## src/rtl/alu_result_collector.sv

```systemverilog
// Assembles {hi, lo} result bytes from the add/sub controller strobes into a FWFT FIFO.
// Optional ALU_RESULT_FLAGS_EN stores zero/negative flags per entry; otherwise flags are tied low.
//
// state   | meaning
// WAIT_HI | idle, expecting the high-byte strobe
// WAIT_LO | high byte held in hi_reg, expecting the low-byte strobe
module alu_result_collector #(
  parameter int DEPTH = 4,
  parameter int BW    = 8
) (
  input  logic                     clk,
  input  logic                     rst,
  input  logic                     enable,
  input  logic                     hi_strobe,
  input  logic                     lo_strobe,
  input  logic [BW-1:0]            outbus,
  input  logic                     out_ready,
  output logic                     out_valid,
  output logic [2*BW-1:0]          result,
  output logic                     flag_zero,
  output logic                     flag_neg,
  output logic [$clog2(DEPTH):0]   count,
  output logic                     busy,
  output logic                     seq_err,
  output logic                     ovf_err
);

  localparam int AW = $clog2(DEPTH);
  localparam int CW = AW + 1;
  localparam logic [CW-1:0] FULL = CW'(DEPTH);

  typedef enum logic {WAIT_HI = 1'b0, WAIT_LO = 1'b1} state_t;

  state_t          state;
  logic [BW-1:0]   hi_reg;
  logic [AW-1:0]   wr_ptr;
  logic [AW-1:0]   rd_ptr;
  logic [2*BW-1:0] mem [DEPTH];
  logic [2*BW-1:0] push_data;
  logic            push_req;
  logic            push_ok;
  logic            pop;

  assign busy      = (state == WAIT_LO);
  assign push_req  = enable && (state == WAIT_LO) && lo_strobe && !hi_strobe;
  assign push_data = {hi_reg, outbus};
  assign out_valid = (count != '0);
  assign pop       = out_valid && out_ready;
  // A full FIFO still takes a push when the head leaves in the same cycle.
  assign push_ok   = push_req && ((count < FULL) || pop);
  assign result    = out_valid ? mem[rd_ptr] : '0;

  always_ff @(posedge clk or negedge rst) begin
    if (!rst) begin
      state   <= WAIT_HI;
      hi_reg  <= '0;
      seq_err <= 1'b0;
    end else if (!enable) begin
      state  <= WAIT_HI;
      hi_reg <= '0;
    end else if (hi_strobe && lo_strobe) begin
      seq_err <= 1'b1;
    end else if (hi_strobe) begin
      hi_reg <= outbus;
      state  <= WAIT_LO;
      if (state == WAIT_LO) seq_err <= 1'b1;
    end else if (lo_strobe) begin
      if (state == WAIT_HI) seq_err <= 1'b1;
      else                  state   <= WAIT_HI;
    end
  end

  always_ff @(posedge clk or negedge rst) begin
    if (!rst) begin
      wr_ptr  <= '0;
      rd_ptr  <= '0;
      count   <= '0;
      ovf_err <= 1'b0;
    end else begin
      if (push_ok) wr_ptr <= wr_ptr + 1'b1;
      if (pop)     rd_ptr <= rd_ptr + 1'b1;
      if (push_ok && !pop)      count <= count + 1'b1;
      else if (!push_ok && pop) count <= count - 1'b1;
      if (push_req && !push_ok) ovf_err <= 1'b1;
    end
  end

  always_ff @(posedge clk) begin
    if (push_ok) mem[wr_ptr] <= push_data;
  end

`ifdef ALU_RESULT_FLAGS_EN
  logic [1:0] flag_mem [DEPTH];

  always_ff @(posedge clk) begin
    if (push_ok) flag_mem[wr_ptr] <= {push_data[2*BW-1], (push_data == '0)};
  end

  assign flag_zero = out_valid && flag_mem[rd_ptr][0];
  assign flag_neg  = out_valid && flag_mem[rd_ptr][1];
`else
  assign flag_zero = 1'b0;
  assign flag_neg  = 1'b0;
`endif

endmodule
```

## config.mk

```make
export PLATFORM = sky130hd
export DESIGN_NAME = alu_result_collector
export DESIGN_NICKNAME = d
export VERILOG_FILES = /design/src/rtl/alu_result_collector.sv
export SDC_FILE = /design/constraint.sdc
export NUM_CORES = 1
export LEC_CHECK = 0
export ABC_CLOCK_PERIOD_IN_PS = 4300
export BUFFER_PORTS_ARGS = -buffer_cell sky130_fd_sc_hd__buf_2
export CORE_MARGIN = 5
export CORE_UTILIZATION = 50
export CTS_CLUSTER_SIZE = 10
export DETAILED_ROUTE_END_ITERATION = 8
export PLACE_DENSITY_LB_ADDON = 0.05
export SETUP_SLACK_MARGIN = 0.02
export SYNTH_ARGS = -nofsm -noshare
export SYNTH_HDL_FRONTEND = slang
export SYNTH_SLANG_ARGS = --single-unit
```

## constraint.sdc

```tcl
create_clock -name clk -period 4.3 [get_ports clk]
set_input_delay 0.86 -clock clk [delete_from_list [all_inputs] [get_ports clk]]
set_output_delay 0.86 -clock clk [all_outputs]
set_load 0.005 [all_outputs]
```

Yosys cells after proc, flatten, opt, wreduce, memory -nomap -nowiden
Memory sizes are Yosys's and may differ from the RTL's.
Index checks and enable logic that the tools add are counted.
{ "word_totals": {"elab_cells": 54, "regBits": 18, "out_inout_bits": 25, "inputBits": 14, "mem_count": 1, "ram_bits": 64} }
{ "classes": {"n_eq_ne": 5, "add_sub_neg": 4, "mux": 17, "magnitude_cmp": 1, "reduce_logical": 19} }
{ "memory_table": {"columns": ["memory", "depth", "width", "rd", "rd_ports_with_merged_regs", "wr", "line_no", "text"], "rows": [
  ["mem", 4, 16, 1, 0, 1, "38", "logic [2*BW-1:0] mem [DEPTH];"]
]} }
{ "op_table": {"columns": ["op", "count"], "rows": [
  ["2-to-1 mux 8 bit", 3],
  ["2-to-1 mux 16 bit", 1],
  ["2-to-1 mux 1 bit", 11],
  ["logical AND 1 bit", 9],
  ["2-to-1 mux 3 bit", 2],
  ["!= test 3 x 1 -> 1 bit (second input constant)", 2],
  ["nonzero test 3 bit", 2],
  ["adder 2 x 1 -> 2 bit (second input constant)", 2],
  ["AND reduction 2 bit", 2],
  ["AND reduction 4 bit", 1],
  ["adder 3 x 1 -> 3 bit (second input constant)", 1],
  ["zero test 1 bit", 3],
  ["< comparator 3 bit (second input constant)", 1],
  ["!= test 3 x 2 -> 1 bit (second input constant)", 1],
  ["subtractor 3 x 1 -> 3 bit (second input constant)", 1],
  ["!= test 2 x 1 -> 1 bit (second input constant)", 1],
  ["!= test 2 bit (second input constant)", 1],
  ["nonzero test 2 bit", 1],
  ["logical OR 1 bit", 1]
]} }

Depth between registers and ports, before layout
{ "depth": {"depth_word": 8, "mapped_depth": 9, "ltp_nobuf": 8} }

Worst setup path after synthesis
Ideal clock, no wire load.
{ "synth_path": {"path_type": "in2reg", "start": "in hi_strobe", "end": "reg count[2]", "n_path_buf": 1, "slack_ns": 1.964, "cell_stages": 9, "t_arrival_ns": 2.257, "required_ns": 4.221, "setup_ns": 0.079, "path_cell_list": "nand4b_1 > nor2b_1 > buf_2 > ha_1 > inv_1 > fa_1 > xor2_1 > nor2_1 > xor2_1"} }
{ "synth_via": {"elab_chain_len": 6, "word_cells_on_any_way": 8, "cone_classes": "mux: 1; reduce/logical: 7"} }
{ "synth_lines": {"columns": ["element", "line_no", "text"], "rows": [
  ["start: declaration", "14", "input logic hi_strobe,"],
  ["zero test 1 bit *", "45", "assign push_req = enable && (state == WAIT_LO) && lo_strobe && !hi_strobe;"],
  ["logical AND 1 bit *", "45", null],
  ["logical AND 1 bit *", "50", "assign push_ok = push_req && ((count < FULL) || pop);"],
  ["named net push_ok", "41", "logic push_ok;"],
  ["zero test 1 bit", "83", "else if (!push_ok && pop) count <= count - 1'b1;"],
  ["logical AND 1 bit", "83", null],
  ["nonzero test 2 bit (no source line)", null, null],
  ["end signal: assignment", "82", "if (push_ok && !pop) count <= count + 1'b1;"],
  ["end signal: assignment", "83", null],
  ["end: declaration", "22", "output logic [$clog2(DEPTH):0] count,"]
]} }
The timed path passes the listed nets; every way through them passes the cells marked *.
A chain may end at the register's enable or synchronous reset.

Worst setup path after layout
{ "layout_path": {"start": "reg rd_ptr[0]", "end": "out result[13]"} }
{ "layout_via": {"elab_chain_len": 2} }
{ "layout_lines": {"columns": ["element", "line_no", "text"], "rows": [
  ["start: declaration", "37", "logic [AW-1:0] rd_ptr;"],
  ["start signal: assignment", "81", "if (pop) rd_ptr <= rd_ptr + 1'b1;"],
  ["memory read (4 x 16 bit)", null, null],
  ["2-to-1 mux 16 bit", "51", "assign result = out_valid ? mem[rd_ptr] : '0;"],
  ["end: declaration", "19", "output logic [2*BW-1:0] result,"]
]} }
Every way passes these cells.

==> results.env <==
STATUS='finished clean'
VIAS=1623
NETLIST_AREA_UM2=3358
GRT_MAX_DEGREE=20
CLOCK_TREE.ROOT_CELL='sky130_fd_sc_hd__clkbuf_8'
CTS.CLK_SLEW.WORST_PATHS_NS=0.08
PWR-SHARE-CLK_PCT=25.7
WORST_SLEW_PIN_SLEW_NS=1.068
GRT_USE_TOTAL_PCT=15.10
CLOCK-SKEW-FINAL_NS=0.006772
DR_WL_CELL_UM=19.61
SYN_AREA_PER_CELL_UM2=18.87
ROUTE.FINAL.WIRE_LENGTH_MM=5.825
MIN-DELAY-PATH-CLASS='input pin to async pin'
FINAL_COMMON_CELL='sky130_fd_sc_hd__edfxtp_1'
CTS_POST_SETUP_BUFFERS_INSERTED=0
COMBPWRFRAC_PCT=23.9
DIE_HEIGHT_UM=91.96
CAP_VIOLATIONS=0
STDCELL_AREA_UM2=3740
DRT_FIRST_PASS_ITERS=4
DESIGN.DIE.AREA_UM2=8456
NUMCTSBUFFERS=9
TOP_LEVEL_PORTS=39
DESIGN.CORE.AREA_UM2=6459
CTSRESIZECOUNT=0
POST_ROUTE_CELLS_DRIVE_ABOVE_1_SHARE_PCT=25.91
GRT_ANTENNA_BEFORE_REPAIR=0
POWER.IR.VDD_WORST_mV=0.2564
P_SEQ_SHARE_PCT=50.4
CLOCK_H_TREE_LEVELS=3
MAXIMUM_FANOUT_ALONG_THE_WORST_PATH=18
START_UTIL_PCT=52.00
LARGEST_REGISTER_FF_COUNT=64
DIE_W_UM=91.96
WORST_EP_REQUIRED_TIME_NS=3.44
TIMING_MAX_TRANSITION_VIOLATIONS_FINAL=0
DP.FINAL_HPWL_MM=3.601
CRITICALPATHCATEGORY='flip-flop to output pin'
CTS_HOLD_BUFFERS=0
CLKSINKCOUNT=82
SYNTHCELLS=178
SYNTH.FF_LATCH_COUNT=82
END_KIND='output pin'
FINAL_CORE_UTILIZATION_PCT=57.90
SYNTHTOLAYOUTAREAGROWTH_PCT=11.36
GRT_PASS1_WL_MM=9.453
SETUP-TNS-FINAL_NS=0
FINAL_HOLD_VIOL_COUNT=0
SYNTH_WARNINGS=0
FMAXACHIEVABLE_MHz=312.4
WORST_EP_ARRIVAL_TIME_NS=2.34
FINAL_NET_COUNT=235
LAYOUT_WORST_PATH_CYCLE_SHARE_PCT=74.45
FIRST_GLOBAL_VIAS=1789
TIMING.SLEW.HEADROOM_PCT=28.77
PORT-BUFFER-COUNT=36
FLOORPLAN_ROW_COUNT=29
CTS_MAX_PATH_BUFFERS=2
LAYOUT_COMMON_CELLS='sky130_fd_sc_hd__edfxtp_1 (64), sky130_fd_sc_hd__buf_2 (36), sky130_fd_sc_hd__and2_1 (21), sky130_fd_sc_hd__dfrtp_1 (18)'
GRT.OVERFLOW.TOTAL=0
GPL.FINAL_WEIGHTED_CONGESTION=0.6936
FINALWORSTPATHREQUIREDPERIOD_NS=3.201
AVGVIACOUNTPERCELL=5.465
CRIT_PATH_START_KIND='flip-flop'
POWER.NET_SWITCHING_uW=546.6
FIRST_ITER_VIOLATIONS=52
GRT_SETUP_UNREPAIRED='no'
POWER_PER_CELL_AREA_nW_PER_UM2=539.6
P_INT_mW=1.471
LEAKAGE_nW=1.429
CLK-INSERTION-DELAY-LATE_NS=0.34
SYNTH.LIB_CELLS_USED.DISTINCT=30
POSTPLACECELLAREA_UM2=3561
SETUP-VIOLATIONS-FINAL=0
DIODES=0
DRT.ANTENNA.VIOLATING_NETS=0
SW_FRAC_OF_TOTAL_PCT=27.09
CTS_TREE='done'
DRCVIOLATIONCOUNT=0
SYNTH-SEQ-AREA-SHARE_PCT=70.64
-- critical path, stage by stage, from the launching register on --
cell	delay, ns
sky130_fd_sc_hd__dfrtp_1	1.05
sky130_fd_sc_hd__mux4_1	0.65
sky130_fd_sc_hd__and2_1	0.17
sky130_fd_sc_hd__buf_2	0.12
-- synthesized netlist by cell type --
library cell	instances	area share, %
sky130_fd_sc_hd__edfxtp_1	64	57
sky130_fd_sc_hd__and2_1	21	3.9
sky130_fd_sc_hd__dfrtp_1	18	13
sky130_fd_sc_hd__nor2b_1	9	1.7
sky130_fd_sc_hd__mux2i_1	8	2.4
sky130_fd_sc_hd__mux4_1	8	6.3
sky130_fd_sc_hd__mux4_2	8	5.4
sky130_fd_sc_hd__ha_1	5	1.9
sky130_fd_sc_hd__buf_2	4	0.60
sky130_fd_sc_hd__inv_1	4	0.45
sky130_fd_sc_hd__xnor2_1	4	1.0
sky130_fd_sc_hd__clkbuf_1	3	0.34
sky130_fd_sc_hd__buf_4	2	0.45
sky130_fd_sc_hd__nand2_1	2	0.22
sky130_fd_sc_hd__nand2b_1	2	0.37
sky130_fd_sc_hd__xor2_1	2	0.52
sky130_fd_sc_hd__a21o_1	1	0.22
sky130_fd_sc_hd__buf_12	1	0.60
sky130_fd_sc_hd__buf_6	1	0.34
sky130_fd_sc_hd__conb_1	1	0.11
sky130_fd_sc_hd__fa_1	1	0.60
sky130_fd_sc_hd__maj3_1	1	0.30
sky130_fd_sc_hd__mux2_1	1	0.34
sky130_fd_sc_hd__mux2_2	1	0.34
sky130_fd_sc_hd__nand3_1	1	0.15
sky130_fd_sc_hd__nand4b_1	1	0.26
sky130_fd_sc_hd__nor2_1	1	0.11
sky130_fd_sc_hd__o21ai_0	1	0.15
sky130_fd_sc_hd__o21bai_1	1	0.22
sky130_fd_sc_hd__or3_1	1	0.19
-- area by class of cell --
cell class / instances / area (um^2)
fillers: 498 / 2719
inverters: 4 / 15.01
multi-input cells: 82 / 897.1
well taps: 77 / 96.34
repair buffers: 36 / 180.2
clock buffers: 12 / 135.1
flip-flops and latches: 82 / 2372
clock inverters: 4 / 43.79
-- cell families after synthesis --
logic type / after synthesis / share of synthesized area [%]
DFF: 82 / 70.64
and+or+nand+nor: 38 / 6.893
buffers and inverters: 15 / 2.757
other: 1 / 0.1117
adders and majority gates: 7 / 2.757
xor gates and xnor gates: 6 / 1.565
muxes: 26 / 14.68
AOI/OAI and AO/OA: 3 / 0.5961
-- path summary, 6_finish.rpt --
| kind | startpoint | endpoint | slack (ns) | cells after the start |
|---|---|---|---|---|
| hold reg to reg | seq_err$_DFFE_PN0P_ | seq_err$_DFFE_PN0P_ | 0.47 | 1 |
| hold / removal | rst | wr_ptr[1]$_DFFE_PN0P_ | 0.45 | 1 |
| max in group asynchronous | rst | hi_reg[2]$_DFFE_PN0P_ | 3.55 | 1 |
| setup reg to reg | count[0]$_DFFE_PN0P_ | count[2]$_DFFE_PN0P_ | 1.85 | 8 |
| setup / recovery | rd_ptr[0]$_DFFE_PN0P_ | result[13] | 1.10 | 3 |
| min in group clk | seq_err$_DFFE_PN0P_ | seq_err$_DFFE_PN0P_ | 0.47 | 1 |
-- per-layer routing --
metal	global-route usage, %	wire [um]	vias to the layer above	share of wire (%)
met5	0	0	-	0
met4	7.426	102	0	1.8
met3	2.946	218	10	3.7
met2	25.18	3062	36	53
met1	18.98	2440	838	42
li1	-	-	739	-
-- stage by stage --
stage	setup slack (ns)	instances	hold WS, ns	power (mW)
after global routing	0.8964	297	0.4716	2.136
after detailed placement	1.380	281	0.4492	1.535
final	1.099	297	0.4473	2.018
after CTS	1.005	297	0.4478	2.051
after floorplan	1.964	179	0.4510	1.360
after global placement	1.426	281	0.4338	1.517
-- power groups by stage --
stage	registers (mW)	clock network [mW]	logic, mW
finish	1.02	0.519	0.482
global route	1.03	0.557	0.546
CTS	1.02	0.532	0.498
detailed placement	1.04	0	0.496
global placement	1.03	0	0.485
floorplan	0.951	0	0.409
Note: power is estimated with default switching activity, not from simulation.
